File: src/rtl/adder_seq_ctrl.sv
// rtl/adder_seq_ctrl.sv - two-requester frame accumulator with round-robin grant
module adder_seq_ctrl #(
  parameter int N_OPS = 16,
  parameter int DW    = 4,
  parameter int SW    = 8
) (
  input  logic          clk_i,
  input  logic          rst_i,
  input  logic          valid0_i,
  input  logic [DW-1:0] data0_i,
  output logic          ready0_o,
  input  logic          valid1_i,
  input  logic [DW-1:0] data1_i,
  output logic          ready1_o,
  output logic          sum_valid_o,
  output logic [SW-1:0] sum_o,
  output logic          sum_src_o,
  input  logic          sum_ready_i
);

  localparam int CW = (N_OPS > 1) ? $clog2(N_OPS) : 1;

  typedef enum logic [1:0] {IDLE, ACC, OUT} state_t;

  state_t        state;
  state_t        state_nx;
  logic          grant;
  logic          ptr;
  logic          src;
  logic [SW-1:0] acc;
  logic [SW-1:0] sum;
  logic [CW-1:0] cnt;

  logic          g_valid;
  logic [DW-1:0] g_data;
  logic          hs;
  logic          last;
  logic [SW-1:0] acc_add;

  assign g_valid = grant ? valid1_i : valid0_i;
  assign g_data  = grant ? data1_i : data0_i;
  assign hs      = (state == ACC) && g_valid;
  assign last    = (cnt == CW'(N_OPS - 1));
  assign acc_add = acc + SW'(g_data);

  always_ff @(posedge clk_i) begin
    if (rst_i) begin
      state <= IDLE;
      grant <= 1'b0;
      ptr   <= 1'b0;
      src   <= 1'b0;
      acc   <= '0;
      sum   <= '0;
      cnt   <= '0;
    end else begin
      state <= state_nx;
      case (state)
        IDLE: begin
          // Contention goes to the pointer; a lone requester simply wins.
          if (valid0_i || valid1_i)
            grant <= (valid0_i && valid1_i) ? ptr : valid1_i;
        end
        ACC: begin
          if (hs) begin
            if (last) begin
              sum <= acc_add;
              src <= grant;
              acc <= '0;
              cnt <= '0;
            end else begin
              acc <= acc_add;
              cnt <= cnt + 1'b1;
            end
          end
        end
        OUT: begin
          if (sum_ready_i)
            ptr <= ~grant;
        end
        default: ;
      endcase
    end
  end

  always_comb begin
    state_nx = state;
    case (state)
      IDLE:    if (valid0_i || valid1_i) state_nx = ACC;
      ACC:     if (hs && last) state_nx = OUT;
      OUT:     if (sum_ready_i) state_nx = IDLE;
      default: state_nx = IDLE;
    endcase
  end

  always_comb begin
    ready0_o    = (state == ACC) && !grant;
    ready1_o    = (state == ACC) && grant;
    sum_valid_o = (state == OUT);
    sum_o       = sum;
    sum_src_o   = src;
  end

endmodule

File: config.mk
export PLATFORM = sky130hd
export DESIGN_NAME = adder_seq_ctrl
export DESIGN_NICKNAME = d
export VERILOG_FILES = /design/src/rtl/adder_seq_ctrl.sv
export SDC_FILE = /design/constraint.sdc
export NUM_CORES = 1
export LEC_CHECK = 0
export ABC_AREA = 1
export BUFFER_PORTS_ARGS = -buffer_cell sky130_fd_sc_hd__buf_2
export CAP_MARGIN = 20
export CORE_ASPECT_RATIO = 0.9
export CORE_MARGIN = 4
export CORE_UTILIZATION = 59
export CTS_CLUSTER_DIAMETER = 50
export DETAILED_ROUTE_END_ITERATION = 8
export GPL_TIMING_DRIVEN = 0
export HOLD_SLACK_MARGIN = 0.02
export PLACE_DENSITY = 0.84
export SKIP_CTS_REPAIR_TIMING = 1
export SLEW_MARGIN = 20
export SYNTH_ARGS = -nofsm -noshare
export SYNTH_HDL_FRONTEND = slang
export SYNTH_SLANG_ARGS = --single-unit
File: constraint.sdc
create_clock -name clk_i -period 4.25 [get_ports clk_i]
set_clock_uncertainty 0.2 [all_clocks]
set_input_delay 0.6375 -clock clk_i [delete_from_list [all_inputs] [get_ports clk_i]]
set_output_delay 0.6375 -clock clk_i [all_outputs]
set_load 0.03 [all_outputs]
### Yosys cells after proc, flatten, opt, wreduce, memory -nomap -nowiden

Cells that the tools add are included.

* register bits after elaboration: 25
* input port bits: 13
* logic and storage cells: 38

* $add $sub $neg: 2
* equality and inequality tests: 6
* mux-type cells: 9
* bitwise gates (word level): 1
* reduce and logical (&&, ||, !) cells: 13

Operator list (count)
* 8-bit by 4-bit adder with 8-bit output: 1
* 4-bit 2-to-1 mux: 2
* 8-bit 2-to-1 mux: 1
* 2-bit 2-to-1 mux: 3
* 2-bit case mux with 3 select lines: 1
* 2-bit AND reduction: 3
* 3-bit AND reduction: 2
* 1-bit logical AND: 5
* 4-bit by 1-bit adder with 4-bit output (second input constant): 1
* 4-bit == test (second input constant): 1
* 2-bit by 1-bit inequality test with 1-bit output (second input constant): 2
* 2-bit by 1-bit == test with 1-bit output (second input constant): 1
* 2-bit == test (second input constant): 1
* 2-bit logical NOT: 1
* 1-bit 2-to-1 mux: 2
* 2-bit inequality test (second input constant): 1
* 1-bit logical NOT: 1
* 1-bit logical OR: 1
* 1-bit inverter: 1

### Depth between registers and ports, before layout

Gate-level depths: netlist of run 1.

* depth in word-level cells: 5
* gate-level depth with buffers: 15

### Worst setup path before layout of run 1

OpenSTA, ideal clock, no wires.

* path kind: input -> register
* start: in data1_i[1]
* end: reg acc[7]
* library setup time: 137 ps
* arrival time: 1859 ps
* data required time: 3913 ps
* path slack: 2054 ps
* stages: 12
* path buffers: 0
* path through: or2_2 > o21ai_0 > inv_1 > ha_1 > nand2_1 > nand2_1 > nand3_1 > nand2_1 > nand2_1 > nand2_1 > nand2_1 > a21oi_1

* longest elaborated chain between the ends: 3

RTL lines
* start: declaration: line 13 `input logic [DW-1:0] data1_i,`
* 4-bit 2-to-1 mux: line 41 `assign g_data = grant ? data1_i : data0_i;`
* 8-bit by 4-bit adder with 8-bit output: line 44 `assign acc_add = acc + SW'(g_data);`
* 8-bit 2-to-1 mux: line 65 `if (last) begin`
* end signal: assignment: line 52 `acc <= '0;`
* end signal: assignment: line 68 `acc <= '0;`
* end signal: assignment: line 71 `acc <= acc_add;`
* end: declaration: line 30 `logic [SW-1:0] acc;`

No other way between the ends.
A chain may end at the register's enable or synchronous reset.

### Worst setup path in the final report of run 1

* start: reg grant
* end: reg acc[3]

* longest elaborated chain between the ends: 3

RTL lines
* start: declaration: line 27 `logic grant;`
* start signal: assignment: line 61 `grant <= (valid0_i && valid1_i) ? ptr : valid1_i;`
* 4-bit 2-to-1 mux / 1-bit 2-to-1 mux (equally long branches): line 41, 40
* 8-bit by 4-bit adder with 8-bit output / 1-bit logical AND (equally long branches): line 44, 42
* 8-bit 2-to-1 mux / 2-bit AND reduction (equally long branches)

Parallel ways exist; a longest one is shown, timed or not.

==> results of run 1 <==
## power groups by stage
| stage | sequential, mW | clock [mW] | combinational (mW) |
|---|---|---|---|
| after floorplan | 0.248 | 0 | 0.0555 |
| after global placement | 0.249 | 0 | 0.0717 |
| after detailed placement | 0.249 | 0 | 0.0737 |
| after CTS | 0.244 | 0.115 | 0.0740 |
| after global routing | 0.245 | 0.123 | 0.0830 |
| final | 0.244 | 0.110 | 0.0742 |
## worst min-delay path: cells and delay by family, from the launching register on
family / cells / cell delay [ps]
flops: 1 / 330
compound gates: 1 / 50
buf+inv: 1 / 60
## registers in the layout (all words and copies together), names as in the netlist
signal,flops
ptr,1
sum_o,8
sum_src_o,1
acc,8
cnt,4
state,2
grant,1
## kinds of logic after synthesis
family	share of synthesized area [%]
and+or+nand+nor	33.0
buffers and inverters	9.89
DFF	35.3
xor gates and xnor gates	2.47
AOI/OAI and AO/OA	13.4
adders and majority gates	5.83
## layer usage
metal | wire length (um) | GRT usage (%) | vias up
met5 | 0 | 0 | -
met4 | 13 | 8.49 | 0
met3 | 235 | 4.48 | 2
met2 | 1390 | 35.4 | 47
met1 | 1260 | 25.2 | 585
li1 | - | - | 649
## through the flow
| step | hold slack (ps) | power (mW) |
|---|---|---|
| finish | 259 | 0.428 |
| global route | 295 | 0.451 |
| CTS | 266 | 0.433 |
| detailed placement | 246 | 0.323 |
| global placement | 242 | 0.320 |
| floorplan | 229 | 0.304 |
## how the worst max path moves through the flow
stage,to,slack (ps),cells past startpoint
6_report,acc[3],1960,12
5_1_grt,sum_o[5],1780,15
4_1_cts,acc[3],1980,12
3_5_place_dp,acc[3],1800,11
3_3_place_gp,acc[3],1860,11
2_1_floorplan,acc[7],2050,12
## cells in the mapped netlist (3+ instances only)
library cell | n | area share [%]
o21a_1 | 3 | 1.6
o21ai_0 | 6 | 2.1
nor2_1 | 14 | 3.7
ha_1 | 5 | 4.4
nand2_2 | 4 | 1.8
inv_1 | 19 | 5.0
xnor2_1 | 3 | 1.9
a21oi_1 | 15 | 5.3
nand3_1 | 6 | 2.1
a21oi_2 | 4 | 2.5
nand2_4 | 3 | 2.4
nand2_1 | 56 | 15
dfxtp_1 | 25 | 35
## cell type report
type / count / area, um2
Multi-Input combinational cell: 136 / 776
Fill cell: 170 / 622
Inverter: 22 / 95.1
Sequential cell: 25 / 500
Buffer: 5 / 45.0
Tap cell: 27 / 33.8
Clock inverter: 1 / 7.51
Clock buffer: 3 / 22.5
Timing Repair Buffer: 24 / 120
==> summary.md, run 1 <==
| Metric | Value |
|---|---|
| Area delta synth->final | `13.0%` |
| Critical register-to-register path startpoint | `grant` |
| Final wirelength | `2.89 mm` |
| Yosys Warn Count | `0` |
| Maxcap violations | `0` |
| DIE WIDTH | `around 60 um` |
| Slowest cell on crit path | `dfxtp_1` |
| Final Max Slew Viols | `0` |
| Commonest non-fill, non-tap cell in the layout | `nand2_1` |
| Fin area | `1600 um2` |
| Startpoint types | `flop` |
| Post-synthesis sequential area ratio | `35.3%` |
| R2R setup slack | `1960 ps` |
| Initial antenna violation count | `0` |
| Seq cells post-synth | `25` |
| Setup TNS | `0 ps` |
| Lkg Pwr | `around 0.75 nW` |
| Crit path DAT | `2350 ps` |
| Most frequent cells in the layout | `nand2_1 (56), buf_2 (26), dfxtp_1 (25), inv_1 (19), a21oi_1 (15)` |
| Vias | `1283` |
| Worst Path Buf+Inv | `3` |
| Synthesized cell area | `1420 um2` |
| Hold path cells | `2` |
| Max Fclk | `approximately 0.44 GHz` |
| Largest net degree at the start of global routing | `16` |
| Crit Path Max Fanout | `9` |
| Vias per cell | `5.28` |
| Mapped Cells | `188` |
| Total track usage | `20.7%` |
| Critical Path RT | `4310 ps` |
| Status | `completed` |
| Synth Flop Type | `dfxtp_1` |
| Max incr delay on CP | `350 ps` |
| Psw | `124 uW` |
| PwrDens | `268 nW/um2` |
| Post-route ant nets | `0` |
| Mapped Nets | `between 200 and 250` |
| Ys async rst share | `0%` |
| Placed inst area | `around 1600 um2` |
| Min Tclk post-route | `2290 ps` |
| Syn Area/Cell | `7.53 um2` |
| Clock Tree Buf Depth | `2` |
| Post-route worst setup slack | `~2000 ps` |
| Final core utilization | `72.0%` |
| Fraction of layout cells with a size suffix above 1 | `25.5%` |
| Number of synthesized flops with an enable pin | `0` |
| Die Height | `54.5 um` |
| Final hold vios | `0` |
| RSZ-0062 raised after global routing | `false` |
| Hold Crit Start | `ptr` |
| Synth unique cells | `32` |
| Ant. Diodes | `0` |
| Clock latency on the worst-skew pair | `about 330 ps` |
| Die area | `3250 um2` |
| Combinational power share | `17.3%` |
| Drt drc | `0` |
| Post-route insts no fill | `243` |
| Clock power share | `about a quarter` |
| CP top delay family | `simple AND/OR/NAND/NOR gates` |
| TritonCTS clock tree | `yes` |
| Clk root buf | `clkbuf_4` |
| Site Rows | `16` |
| First-pass GRT wire length | `roughly 5 mm` |
| Cell Int Power | `between 300 and 400 uW` |
| GPL Wtd Cong | `0.860` |
| Sw frac | `between 20 and 30%` |
| CP Capture Type | `flop` |
| Seq pwr share | `57.0%` |
| Nets | `roughly 240` |
| WHS Endpoint | `ptr` |
| Slew HR | `63.3%` |
| Core area | `2220 um2` |
| First-pass iteration count of the detailed router | `4` |
| Worst VDD drop | `0.242 mV` |
| Number of buffers created by CTS | `3` |
| Post-detail-place hpwl | `about 2.2 mm` |
| # setup viols final | `0` |
| Crit. Startpoint | `grant` |
| Placed insts | `~240` |
| Vias in the first global route | `1141` |
| Clk slew on worst S/H paths | `140 ps` |
| Worst-Margin Slew | `approximately 550 ps` |
| Post-DR wirelength/cell | `~12 um` |
| Grt total ovfl | `0` |
| Worst Hold Class | `flop to flop` |
| Initial Util | `around 64%` |
| R2R depth | `12` |
| CTS H-tree depth | `1` |
| Most frequent CP cell | `nand2_1` |
| Reg-to-reg endpoint | `acc[3]` |
| Crit Path Class | `flop to flop` |
| DR iter-0 viols | `roughly 100` |
| CTS sink count | `25` |
| Worst-path cell chain | `buf_6 > inv_6 > or2_2 > o21ai_0 > inv_1 > ha_1 > nand2_1 > nand2_1 > nand2_1 > xnor2_1 > nand2_1 > a21oi_1` |
| Period utilisation layout | `a little over half` |
| I/O Buffers | `24` |
| Pre-CTS WS | `1800 ps` |
| Boundary Pins | `25` |
No activity file was read; power rests on OpenSTA's default activity.
==> run 2: changes to the inputs <==
Settings changed: CORE_UTILIZATION 59 to 55, PLACE_DENSITY 0.84 to 0.79.
Clock period 4.25 ns to 2.2 ns, I/O delays scaled along.
==> summary.md, run 2 (synthesized netlist as in run 1, its figures left out) <==
| Metric | Value |
|---|---|
| Status | `completed` |
| Area delta synth->final | `26.1%` |
| Psw | `270 uW` |
| Clk root buf | `clkbuf_4` |
| # setup viols final | `0` |
| Crit Path Class | `flop to flop` |
| Commonest non-fill, non-tap cell in the layout | `nand2_1` |
| Final wirelength | `around 3.4 mm` |
| Worst Hold Class | `input port to flop` |
| Fraction of layout cells with a size suffix above 1 | `36.6%` |
| Core area | `2450 um2` |
| Drt drc | `0` |
| Number of buffers created by CTS | `3` |
| Ant. Diodes | `0` |
| Combinational power share | `approximately a fifth` |
| Vias | `1298` |
| Seq pwr share | `53.7%` |
| CTS sink count | `25` |
| Clock Tree Buf Depth | `2` |
| Worst VDD drop | `0.587 mV` |
| GPL Wtd Cong | `0.830` |
| Hold_ws | `63.9 ps` |
| Crit Path Max Fanout | `5` |
| Startpoint types | `flop` |
| PwrDens | `between 400 and 500 nW/um2` |
| RSZ-0062 raised after global routing | `true` |
| Most frequent cells in the layout | `nand2_1 (50), buf_2 (26), dfxtp_1 (24), inv_1 (18), a21oi_1 (14)` |
| Clock power share | `25.0%` |
| Final core utilization | `73.0%` |
| Grt total ovfl | `0` |
| Die Height | `56.1 um` |
| First-pass iteration count of the detailed router | `4` |
| Final Max Slew Viols | `0` |
| Slew HR | `61.7%` |
| Initial antenna violation count | `0` |
| CP Capture Type | `flop` |
| Maxcap violations | `0` |
| Fin area | `1790 um2` |
| CTS H-tree depth | `1` |
| Min Tclk post-route | `2160 ps` |
| DR iter-0 viols | `37` |
| Post-route worst setup slack | `35.8 ps` |
| Boundary Pins | `25` |
| Placed insts | `240` |
| Vias per cell | `5.15` |
| Nets | `244` |
| Sw frac | `30.7%` |
| Site Rows | `17` |
| Post-route ant nets | `0` |
| Pre-CTS WS | `-81.6 ps` |
| I/O Buffers | `24` |
| Setup TNS | `0 ps` |
| Post-DR wirelength/cell | `between 10 and 15 um` |
| DIE WIDTH | `61.5 um` |
| TritonCTS clock tree | `yes` |
| Lkg Pwr | `just over 0.8 nW` |
| Max Fclk | `0.462 GHz` |
| Period utilisation layout | `98.4%` |
| Critical Path RT | `2270 ps` |
| Final hold vios | `0` |
| Worst-Margin Slew | `574 ps` |
| Post-route insts no fill | `252` |
| Crit path DAT | `2240 ps` |
| Vias in the first global route | `1275` |
| Largest net degree at the start of global routing | `15` |
| Clk slew on worst S/H paths | `150 ps` |
| Clock latency on the worst-skew pair | `330 ps` |
| First-pass GRT wire length | `5.34 mm` |
| Total track usage | `19.9%` |
| Initial Util | `between 50% and 60%` |
| Placed inst area | `1570 um2` |
| Cell Int Power | `610 uW` |
| Die area | `3450 um2` |
| Design Power | `880 uW` |
| Post-detail-place hpwl | `2.31 mm` |
## run 2: final timing paths
path / startpoint / slack, ps / cells after the start / end
setup reg to reg: grant / 40 / 12 / acc[6]
setup / recovery: grant / 40 / 12 / acc[6]
hold reg to reg: ptr / 280 / 2 / ptr
hold / removal: sum_ready_i / 60 / 4 / state[1]
## run 2: routing by layer
metal	GRT usage (%)	wire length, um
met5	0	0
met4	3.33	42
met3	6.26	147
met2	35.3	1800
met1	23.0	1420
## run 2: power by group through the flow
stage / clock network (mW) / logic (mW) / registers [mW]
floorplan: 0 / 0.107 / 0.479
global placement: 0 / 0.139 / 0.480
detailed placement: 0 / 0.147 / 0.481
CTS: 0.219 / 0.148 / 0.471
global route: 0.239 / 0.204 / 0.474
finish: 0.220 / 0.187 / 0.473
## run 2: worst max-delay path: stages (launching register included)
cell and delay, ps:
dfxtp_4 380, buf_8 130, clkinv_8 50, nand2_2 30
nand2_1 60, ha_2 180, inv_2 40, fa_2 420
o21ai_4 190, nand2_2 80, nand2_2 80, nand3_2 80
a21oi_2 170
## run 2: cell type report
type	count	area, um2
clock inverters	1	5.00
flip-flops and latches	25	504
clock buffers	3	22.5
fillers	194	661
inverters	22	103
multi-input cells	136	867
plain buffers	5	48.8
well taps	28	35.0
repair buffers	32	200
